<file path="config.mk">
export PLATFORM = sky130hd
export DESIGN_NAME = pkt_formatter_flat
export DESIGN_NICKNAME = d
export VERILOG_FILES = /design/src/rtl/pkt_formatter_if.sv /design/src/rtl/pkt_formatter.sv /design/src/flat_wrapper.sv
export SDC_FILE = /design/constraint.sdc
export NUM_CORES = 1
export LEC_CHECK = 0
export BUFFER_PORTS_ARGS = -buffer_cell sky130_fd_sc_hd__buf_4
export CORE_MARGIN = 8
export CORE_UTILIZATION = 55
export CTS_BUF_LIST = sky130_fd_sc_hd__clkbuf_2
export CTS_CLUSTER_DIAMETER = 30
export DETAILED_ROUTE_END_ITERATION = 7
export GPL_TIMING_DRIVEN = 1
export HOLD_SLACK_MARGIN = 0.12
export PLACE_DENSITY_LB_ADDON = 0.08
export SYNTH_ARGS = -nofsm -noshare
export SYNTH_HDL_FRONTEND = slang
export SYNTH_SLANG_ARGS = --single-unit
</file>
<file path="constraint.sdc">
create_clock -name clk_i -period 4.3 [get_ports clk_i]
set_input_delay 0.86 -clock clk_i [delete_from_list [all_inputs] [get_ports clk_i]]
set_output_delay 0.86 -clock clk_i [all_outputs]
set_load 0.005 [all_outputs]
</file>
<file path="src/rtl/pkt_formatter_if.sv">
// Arbiter-side and output-bus signals of pkt_formatter, grouped for port binding.
// fmt_parity_o exists only when PKT_FORMATTER_PARITY_EN is defined.
interface pkt_formatter_if #(
  parameter int unsigned DATA_W = 32
);
  logic              f2a_id_req_o;
  logic              f2a_ack_o;
  logic              a2f_val_i;
  logic [1:0]        a2f_id_i;
  logic [DATA_W-1:0] a2f_data_i;
  logic [2:0]        a2f_pkglen_sel_i;
  logic              fmt_req_o;
  logic              fmt_grant_i;
  logic [1:0]        fmt_chid_o;
  logic [5:0]        fmt_length_o;
  logic              fmt_start_o;
  logic [DATA_W-1:0] fmt_data_o;
  logic              fmt_end_o;
`ifdef PKT_FORMATTER_PARITY_EN
  logic              fmt_parity_o;
`endif

  modport master (
    output f2a_id_req_o, f2a_ack_o, fmt_req_o, fmt_chid_o, fmt_length_o,
           fmt_start_o, fmt_data_o, fmt_end_o,
`ifdef PKT_FORMATTER_PARITY_EN
    output fmt_parity_o,
`endif
    input  a2f_val_i, a2f_id_i, a2f_data_i, a2f_pkglen_sel_i, fmt_grant_i
  );

  modport slave (
    input  f2a_id_req_o, f2a_ack_o, fmt_req_o, fmt_chid_o, fmt_length_o,
           fmt_start_o, fmt_data_o, fmt_end_o,
`ifdef PKT_FORMATTER_PARITY_EN
    input  fmt_parity_o,
`endif
    output a2f_val_i, a2f_id_i, a2f_data_i, a2f_pkglen_sel_i, fmt_grant_i
  );
endinterface

</file>
<file path="src/rtl/pkt_formatter.sv">
// Packet formatter: requests a channel from the arbiter, buffers one packet, then
// emits it on the output bus with start/end framing. Optional PKT_FORMATTER_PARITY_EN.
module pkt_formatter #(
  parameter int unsigned DATA_W    = 32,
  parameter int unsigned BUF_DEPTH = 32
) (
  input  logic           clk_i,
  input  logic           rst_i,
  pkt_formatter_if.master bus
);
  localparam int unsigned PTR_W = (BUF_DEPTH > 1) ? $clog2(BUF_DEPTH) : 1;
  localparam int unsigned OCC_W = $clog2(BUF_DEPTH + 1);

  typedef enum logic [2:0] {
    S_IDLE, S_ID_REQ, S_ID_CHK, S_FILL, S_BUS_REQ, S_SEND
  } state_t;

  state_t            r_state, w_next;
  logic [DATA_W-1:0] r_mem [BUF_DEPTH];
  logic [PTR_W-1:0]  r_wr_ptr, r_rd_ptr;
  logic [OCC_W-1:0]  r_occ;
  logic [5:0]        r_cnt, r_len;
  logic [1:0]        r_chid;
  logic              r_id_req, r_req, r_start, r_end;
  logic [DATA_W-1:0] r_data;

  logic              w_full, w_ack, w_rd, w_cnt_last, w_cnt_prelast;
  logic [5:0]        w_len_dec;
  logic [DATA_W-1:0] w_rd_word;

  function automatic logic [PTR_W-1:0] ptr_inc(input logic [PTR_W-1:0] p);
    return (p == PTR_W'(BUF_DEPTH - 1)) ? '0 : p + 1'b1;
  endfunction

  always_comb begin
    w_len_dec = 6'd32;
    case (bus.a2f_pkglen_sel_i)
      3'd0:    w_len_dec = 6'd4;
      3'd1:    w_len_dec = 6'd8;
      3'd2:    w_len_dec = 6'd16;
      default: w_len_dec = 6'd32;
    endcase
  end

  assign w_full        = (r_occ == OCC_W'(BUF_DEPTH));
  assign w_ack         = (r_state == S_FILL) && bus.a2f_val_i && !w_full;
  assign w_cnt_last    = (r_cnt == r_len - 6'd1);
  assign w_cnt_prelast = (r_cnt == r_len - 6'd2);
  // Word 0 is read on the grant edge so fmt_start_o appears the cycle after grant.
  assign w_rd          = ((r_state == S_BUS_REQ) && bus.fmt_grant_i) ||
                         ((r_state == S_SEND) && !w_cnt_last);
  assign w_rd_word     = r_mem[r_rd_ptr];

  always_comb begin
    w_next = r_state;
    case (r_state)
      S_IDLE:    w_next = S_ID_REQ;
      S_ID_REQ:  w_next = S_ID_CHK;
      S_ID_CHK:  w_next = (bus.a2f_id_i == 2'd3) ? S_IDLE : S_FILL;
      S_FILL:    if (w_ack && w_cnt_last) w_next = S_BUS_REQ;
      S_BUS_REQ: if (bus.fmt_grant_i) w_next = S_SEND;
      S_SEND:    if (w_cnt_last) w_next = S_ID_REQ;
      default:   w_next = S_IDLE;
    endcase
  end

  always_ff @(posedge clk_i) begin
    if (w_ack) r_mem[r_wr_ptr] <= bus.a2f_data_i;
  end

  always_ff @(posedge clk_i or posedge rst_i) begin
    if (rst_i) begin
      r_state  <= S_IDLE;
      r_wr_ptr <= '0;
      r_rd_ptr <= '0;
      r_occ    <= '0;
      r_cnt    <= '0;
      r_len    <= '0;
      r_chid   <= '0;
      r_id_req <= 1'b0;
      r_req    <= 1'b0;
      r_start  <= 1'b0;
      r_end    <= 1'b0;
      r_data   <= '0;
    end else begin
      r_state  <= w_next;
      r_id_req <= (w_next == S_ID_REQ);
      r_req    <= (w_next == S_BUS_REQ);
      r_start  <= 1'b0;
      r_end    <= 1'b0;
      if (w_ack) r_wr_ptr <= ptr_inc(r_wr_ptr);
      if (w_rd)  r_rd_ptr <= ptr_inc(r_rd_ptr);
      if (w_ack && !w_rd)      r_occ <= r_occ + OCC_W'(1);
      else if (!w_ack && w_rd) r_occ <= r_occ - OCC_W'(1);
      case (r_state)
        S_ID_CHK: begin
          if (bus.a2f_id_i != 2'd3) begin
            r_chid <= bus.a2f_id_i;
            r_len  <= w_len_dec;
            r_cnt  <= '0;
          end
        end
        S_FILL: begin
          if (w_ack) r_cnt <= r_cnt + 6'd1;
        end
        S_BUS_REQ: begin
          if (bus.fmt_grant_i) begin
            r_cnt   <= '0;
            r_start <= 1'b1;
            r_data  <= w_rd_word;
          end
        end
        S_SEND: begin
          if (w_cnt_last) begin
            r_data <= '0;
          end else begin
            r_cnt  <= r_cnt + 6'd1;
            r_data <= w_rd_word;
            r_end  <= w_cnt_prelast;
          end
        end
        default: ;
      endcase
    end
  end

`ifdef PKT_FORMATTER_PARITY_EN
  logic r_acc, r_par;

  always_ff @(posedge clk_i or posedge rst_i) begin
    if (rst_i) begin
      r_acc <= 1'b0;
      r_par <= 1'b0;
    end else begin
      r_par <= 1'b0;
      if (r_state == S_BUS_REQ && bus.fmt_grant_i) begin
        r_acc <= ^w_rd_word;
      end else if (r_state == S_SEND && !w_cnt_last) begin
        r_acc <= r_acc ^ (^w_rd_word);
        if (w_cnt_prelast) r_par <= r_acc ^ (^w_rd_word);
      end
    end
  end

  assign bus.fmt_parity_o = r_par;
`endif

  assign bus.f2a_id_req_o = r_id_req;
  assign bus.f2a_ack_o    = w_ack;
  assign bus.fmt_req_o    = r_req;
  assign bus.fmt_chid_o   = r_chid;
  assign bus.fmt_length_o = r_len;
  assign bus.fmt_start_o  = r_start;
  assign bus.fmt_data_o   = r_data;
  assign bus.fmt_end_o    = r_end;
endmodule

</file>
<file path="src/flat_wrapper.sv">
// flat-port wrapper written by rule: the top's interface ports become plain ports
module pkt_formatter_flat 
#(
  parameter int unsigned DATA_W    = 32,
  parameter int unsigned BUF_DEPTH = 32
)
  (clk_i, rst_i, bus_f2a_id_req_o, bus_f2a_ack_o, bus_fmt_req_o, bus_fmt_chid_o, bus_fmt_length_o, bus_fmt_start_o, bus_fmt_data_o, bus_fmt_end_o, bus_a2f_val_i, bus_a2f_id_i, bus_a2f_data_i, bus_a2f_pkglen_sel_i, bus_fmt_grant_i);
  pkt_formatter_if #(.DATA_W(DATA_W)) bus_i ();
  input  logic clk_i;
  input  logic rst_i;
  output wire logic [$bits(bus_i.f2a_id_req_o)-1:0] bus_f2a_id_req_o;
  output wire logic [$bits(bus_i.f2a_ack_o)-1:0] bus_f2a_ack_o;
  output wire logic [$bits(bus_i.fmt_req_o)-1:0] bus_fmt_req_o;
  output wire logic [$bits(bus_i.fmt_chid_o)-1:0] bus_fmt_chid_o;
  output wire logic [$bits(bus_i.fmt_length_o)-1:0] bus_fmt_length_o;
  output wire logic [$bits(bus_i.fmt_start_o)-1:0] bus_fmt_start_o;
  output wire logic [$bits(bus_i.fmt_data_o)-1:0] bus_fmt_data_o;
  output wire logic [$bits(bus_i.fmt_end_o)-1:0] bus_fmt_end_o;
  input wire logic [$bits(bus_i.a2f_val_i)-1:0] bus_a2f_val_i;
  input wire logic [$bits(bus_i.a2f_id_i)-1:0] bus_a2f_id_i;
  input wire logic [$bits(bus_i.a2f_data_i)-1:0] bus_a2f_data_i;
  input wire logic [$bits(bus_i.a2f_pkglen_sel_i)-1:0] bus_a2f_pkglen_sel_i;
  input wire logic [$bits(bus_i.fmt_grant_i)-1:0] bus_fmt_grant_i;
  assign bus_f2a_id_req_o = bus_i.f2a_id_req_o;
  assign bus_f2a_ack_o = bus_i.f2a_ack_o;
  assign bus_fmt_req_o = bus_i.fmt_req_o;
  assign bus_fmt_chid_o = bus_i.fmt_chid_o;
  assign bus_fmt_length_o = bus_i.fmt_length_o;
  assign bus_fmt_start_o = bus_i.fmt_start_o;
  assign bus_fmt_data_o = bus_i.fmt_data_o;
  assign bus_fmt_end_o = bus_i.fmt_end_o;
  assign bus_i.a2f_val_i = bus_a2f_val_i;
  assign bus_i.a2f_id_i = bus_a2f_id_i;
  assign bus_i.a2f_data_i = bus_a2f_data_i;
  assign bus_i.a2f_pkglen_sel_i = bus_a2f_pkglen_sel_i;
  assign bus_i.fmt_grant_i = bus_fmt_grant_i;
  pkt_formatter #(.DATA_W(DATA_W), .BUF_DEPTH(BUF_DEPTH)) u_core (.clk_i(clk_i), .rst_i(rst_i), .bus(bus_i));
endmodule
</file>
# Yosys cells after proc, flatten, opt, wreduce, memory -nomap -nowiden
# Memory sizes are Yosys's and may differ from the RTL's.
# Index checks and enable logic that the tools add are counted.
[op_classes] mux=24 n_addsub=7 eq_ne=20 n_reduce_logical=20
[ops] operator="2-to-1 mux 32 bit" count=2
[ops] operator="one-hot mux 32 bit (2 select lines)" count=1
[ops] operator="2-to-1 mux 6 bit" count=6
[ops] operator="one-hot mux 6 bit (4 select lines)" count=1
[ops] operator="one-hot mux 3 bit (6 select lines)" count=1
[ops] operator="one-hot mux 6 bit (3 select lines)" count=1
[ops] operator="adder 6 x 1 -> 6 bit (second input constant)" count=2
[ops] operator="equality test 6 bit" count=2
[ops] operator="subtractor 6 x 1 -> 6 bit (second input constant)" count=2
[ops] operator="adder 5 x 1 -> 5 bit (second input constant)" count=2
[ops] operator="equality test 5 bit (second input constant)" count=2
[ops] operator="2-to-1 mux 5 bit" count=2
[ops] operator="equality test 3 x 1 -> 1 bit (second input constant)" count=3
[ops] operator="equality test 3 x 2 -> 1 bit (second input constant)" count=3
[ops] operator="equality test 3 bit (second input constant)" count=3
[ops] operator="2-to-1 mux 3 bit" count=3
[ops] operator="logical AND 1 bit" count=7
[ops] operator="equality test 6 bit (second input constant)" count=1
[ops] operator="logical NOT 3 bit" count=2
[ops] operator="2-to-1 mux 1 bit" count=6
[ops] operator="!= test 2 bit (second input constant)" count=3
[ops] operator="subtractor 6 x 2 -> 6 bit (second input constant)" count=1
[ops] operator="AND reduction 5 bit" count=1
[ops] operator="logical NOT 1 bit" count=4
[ops] operator="7 further kinds" count=10
[totals] register_bits=69 out_inout_bits=45 n_memories=1 elab_cells=84 ram_bits=1024 in_bits=41
[memory_table] memory="u_core.r_mem" depth=32 width=32 read_ports=1 rd_ports_with_merged_regs=0 write_ports=1 line="pkt_formatter.sv:19" rtl="logic [DATA_W-1:0] r_mem [BUF_DEPTH];"

# Logic depth before layout (Yosys ltp)
[logic_depth] word_depth=8 depth_mapped=16 ltp_nobuf=16

# Least setup slack after synthesis
# Ideal clock, no wire load.
[synth_path] path_kind="flip-flop to flip-flop" from="register u_core.r_len[2] (netlist: u_core.bus.fmt_length_o[2])" to="register u_core.r_occ[5]" setup_time_ps=79 arrival_ps=3273 required_ps=4221 path_buffers=0 path_slack_ps=948 stages_incl_launch_ff=17 path_cell_list="dfrtp_1 inv_1 ha_1 xnor2_1 nor3_2 nand4_1 nor3b_4 inv_2 ha_1 inv_1 ha_1 a21oi_1 a21boi_0 o21a_1 or3_1 a21oi_1 xor2_1"
[synth_via] elab_chain_len=8 word_cells_on_any_way=10 classes_between="add/sub (1); eq/ne (1); mux (1); reduce/logical (7)"
[synth_lines] item="start, declared" line="pkt_formatter.sv:22" rtl="logic [5:0] r_cnt, r_len;"
[synth_lines] item="start signal, assigned" line="pkt_formatter.sv:99" rtl="r_len <= w_len_dec;"
[synth_lines] item="subtractor 6 x 1 -> 6 bit *" line="pkt_formatter.sv:47" rtl="assign w_cnt_last = (r_cnt == r_len - 6'd1);"
[synth_lines] item="equality test 6 bit *" line="pkt_formatter.sv:47"
[synth_lines] item="logical NOT 1 bit *" line="pkt_formatter.sv:51" rtl="((r_state == S_SEND) && !w_cnt_last);"
[synth_lines] item="logical AND 1 bit *" line="pkt_formatter.sv:51"
[synth_lines] item="logical OR 1 bit *" line="pkt_formatter.sv:50" rtl="assign w_rd = ((r_state == S_BUS_REQ) && bus.fmt_grant_i) ||"
[synth_lines] item="logical NOT 1 bit" line="pkt_formatter.sv:93" rtl="if (w_ack && !w_rd) r_occ <= r_occ + OCC_W'(1);"
[synth_lines] item="logical AND 1 bit" line="pkt_formatter.sv:93"
[synth_lines] item="2-to-1 mux 6 bit or nonzero test 2 bit (tied branches)"
[synth_lines] item="end signal, assigned" line="pkt_formatter.sv:93"
[synth_lines] item="end signal, assigned" line="pkt_formatter.sv:94" rtl="else if (!w_ack && w_rd) r_occ <= r_occ - OCC_W'(1);"
[synth_lines] item="end, declared" line="pkt_formatter.sv:21" rtl="logic [OCC_W-1:0] r_occ;"
# Every way passes the cells marked *; elsewhere a longest branch is shown, timed or not.
# A chain may end at the register's enable or synchronous reset.

# Final worst setup path
[layout_path] from="register u_core.r_occ[0]" to="output bus_f2a_ack_o"
[layout_via] elab_chain_len=3
[layout_lines] item="equality test 6 bit" line="pkt_formatter.sv:45" rtl="assign w_full = (r_occ == OCC_W'(BUF_DEPTH));"
[layout_lines] item="logical NOT 1 bit" line="pkt_formatter.sv:46" rtl="assign w_ack = (r_state == S_FILL) && bus.a2f_val_i && !w_full;"
[layout_lines] item="logical AND 1 bit" line="pkt_formatter.sv:46"
[layout_lines] item="end, declared" line="flat_wrapper.sv:12" rtl="output wire logic [$bits(bus_i.f2a_ack_o)-1:0] bus_f2a_ack_o;"
# No other way between the ends.

==> results list <==
- The run finished with clean final reports.
* Half-perimeter wire length after detailed placement: 61.9 mm
- Pin count of the biggest net entering global routing: 63
* Leading cell types by count after synthesis: edfxtp_1 (1024), mux4_2 (200), mux2i_1 (172), o21ai_0 (71), dfrtp_1 (67)
- Global-route wire length before repair: 156 mm
- Clock transition at the registers of the reported paths: 90 ps
- Summing all flip-flop and latch instances after layout gives 0.0324 mm2.
* Netlist cell types: 65
* Clock tree from TritonCTS: done
- Via count of the first global-routing pass: 23452
* Slew Limit Headroom: 25.1%
- The count of endpoints failing hold in the final timing report is 0.
* Transition at the pin with the smallest max-transition slack: 1120 ps
- At the end of routability-driven placement, the weighted congestion stood at 0.822.
* Required time of the critical path: 3440 ps
- Share of synthesized area occupied by flip-flops and latches: 76.8%
- Total power for the finished layout comes to 18.8 mW.
- Hold repair after CTS inserted 47 buffers.
- The most used flip-flop cell after synthesis is edfxtp_1.
- The clock arrives with 137 ps of skew.
* Cell count after synthesis: 2029
* Overall routing resource usage: 25.2%
- Synthesis Warnings: 0
- The worst path needs 3780 ps of the cycle, external delays included.
* Multi-input gate area: 0.00942 mm2
- MaxCap Viol Count: 0
- Clock buffer count from CTS: 292
- Slack of the worst reg-to-reg path: 530 ps
- Capturing element type of the critical path: output pin
* Cell row count: 101
- In this run the number of H-tree levels came out at 5.
- The final layout contains 2494 nets.
- Counting cells, the worst reg-to-reg path comes to 16.
- Worst Setup Path Type: reg2out
- Summing over every cut layer, the via total after detailed routing is 22505.
* Average via count per standard cell: 6.15
- Die Ht: 293 um
* Cells taking the most area after synthesis: edfxtp_1 (73%), mux4_2 (11%), mux2i_1 (4.1%)
* Count of final max-slew check failures: 0
- The tree built by TritonCTS fans out to 1091 sinks.
* Top cell type's share of synthesized area: 72.8%
- Crit Path Max Fanout: 13
- The worst path uses 87.9% of the clock period.
* Total DRC errors in the routed layout: 0
* Average wire length per cell after detail routing: 29.5 um
- Number of synthesized flops with an enable pin: 1024
- Fraction of final layout cells with drive strength greater than 1: 33.5%
- X dimension of the die: 293 um
- 86 I/O pins were placed.
- Once the floorplan was initialized, standard cells occupied 55.6% of the core.
- The worst-case IR drop observed on VDD is 0.000244 V.
- The worst hold path belongs to the class in2reg.
- Number of antenna violations at the first check in global routing: 2
- The die covers 0.0859 mm2.
- The routed design has 108 mm of wire.
- Fmax: 0.265 GHz
- After clock tree synthesis, the setup repair step added 0 buffers.
- The detailed router finished its first iteration with 2317 violations.
* Worst Hold Depth: 4
- Leading cell type by number of instances after synthesis: edfxtp_1
* Placeable Area: 0.0759 mm2
* Setup repair after global routing missed its margin: false
* Remaining antenna violation count: 0
- For this design the static power due to leakage is 16.9 nW.
- Once the clock tree was built, the resizer swapped 0 gates to a different size.
* GR Overflow Total: 0
- Worst-skew pair later-pin latency: 1430 ps
- Final TNS setup: 0 ps
- Input and output buffers added on the ports amount to 83.
- The mapped netlist covers 0.0422 mm2.
* Fill cells: 5461
* Share of async-settable or async-resettable flops after synthesis: 6.14%
* Power per standard cell area: 393 mW/mm2
* Register bit count reported by yosys: 1091
- Number of setup violations in the final report: 0
- The area growth from synthesis to layout is 13.1%.
- Data on the critical path arrives at its endpoint at 2920 ps.
- The biggest area contributor in the post-synthesis netlist is edfxtp_1.
- Cell at the root of the clock tree: clkbuf_2
* Post-Syn Area per Cell: 20.8 um2
- The longest clock path from root to sink contains 4 buffers.
- Final core utilization: 62.9%
* Startpoint type of the worst setup path: register
- First drt pass iteration count: 5
area by class of cell:
class / instances / area share (%)
clock buffers: 422 / 4.42
multi-input cells: 812 / 19.7
diodes: 7 / 0.0367
well taps: 1030 / 2.70
clock inverters: 57 / 0.807
inverters: 13 / 0.107
repair buffers: 225 / 4.28
flip-flops and latches: 1091 / 67.9
flip-flops by register name (all words and copies together) (netlist names), 2 cells and up:
register and flops:
u_core.r_mem 1024, u_core.bus.fmt_data_o 32, u_core.r_cnt 6, u_core.r_occ 6, u_core.r_rd_ptr 5, u_core.r_wr_ptr 5, u_core.bus.fmt_length_o 4, u_core.r_state 3
u_core.bus.fmt_chid_o 2
power breakdown:
| part | internal [mW] | total, mW | switching [mW] |
|---|---|---|---|
| logic | 0.0535 | 0.238 | 0.185 |
| clock network | 2.95 | 6.95 | 4.00 |
| registers | 11.6 | 11.6 | 0.000490 |
kinds of logic (layout without fill, tap and decap cells):
kind of cell / Yosys count / after routing / synth area share [%]
DFF: 1091 / 1091 / 76.8
other: 1 / 9 / 0.00888
buffers and inverters: 127 / 717 / 1.52
and+or+nand+nor: 141 / 141 / 1.63
xor gates and xnor gates: 11 / 11 / 0.264
adders and majority gates: 18 / 18 / 0.551
AOI/OAI and AO/OA: 255 / 255 / 4.04
muxes: 385 / 385 / 15.2
final timing paths:
| kind | start | to |
|---|---|---|
| max in group asynchronous | rst_i | u_core.r_cnt[1]$_DFFE_PP0P_ |
| hold reg to reg | u_core.r_occ[5]$_DFFE_PP0P_ | u_core.r_occ[5]$_DFFE_PP0P_ |
| setup reg to reg | u_core.bus.fmt_length_o[2]$_DFFE_PP0P_ | u_core.r_occ[5]$_DFFE_PP0P_ |
| min in group asynchronous | rst_i | u_core.bus.fmt_data_o[2]$_DFFE_PP0P_ |
| hold / removal | bus_a2f_id_i[0] | u_core.bus.fmt_chid_o[0]$_DFFE_PP0P_ |
| setup / recovery | u_core.r_occ[0]$_DFFE_PP0P_ | bus_f2a_ack_o |
cell usage in the layout (no fill, tap or decap), types with 10 or more instances in the layout:
master,n
nor2_4,32
clkinv_1,36
o22ai_1,26
mux2i_1,172
ha_1,17
mux2_2,10
a32o_1,30
dlygate4sd3_1,47
dfrtp_1,62
edfxtp_1,1024
a21oi_1,46
inv_1,11
buf_4,159
o221ai_1,29
clkbuf_2,422
a211oi_1,24
o21ai_0,71
mux4_2,200
nand2_1,36
nor2_1,19
buf_12,19
stage by stage:
step | hold slack (ps) | setup WS [ps] | instance area, um2 | instances
floorplan | 456 | 948 | 42200 | 2030
global placement | 483 | 581 | 44800 | 3124
detailed placement | 495 | 593 | 44800 | 3124
CTS | 143 | 314 | 47700 | 3650
global route | 255 | 229 | 47700 | 3651
finish | 364 | 521 | 47800 | 3657
layer usage:
layer / wire, um / part of all wire (%) / track usage [%] / up-vias
li1: - / - / - / 9432
met1: 43900 / 41 / 34.2 / 11786
met2: 52300 / 48 / 40.2 / 1132
met3: 9230 / 8.6 / 6.91 / 155
met4: 2430 / 2.2 / 7.78 / 0
met5: 0 / 0 / 0 / -
worst max-delay path: stages, from the launching register on:
cell and delay [ps]:
dfrtp_1 430, nor4_1 420, nand3b_1 110, and3_1 240, buf_4 210, buf_4 150
No activity file was read; power rests on OpenSTA's default activity.
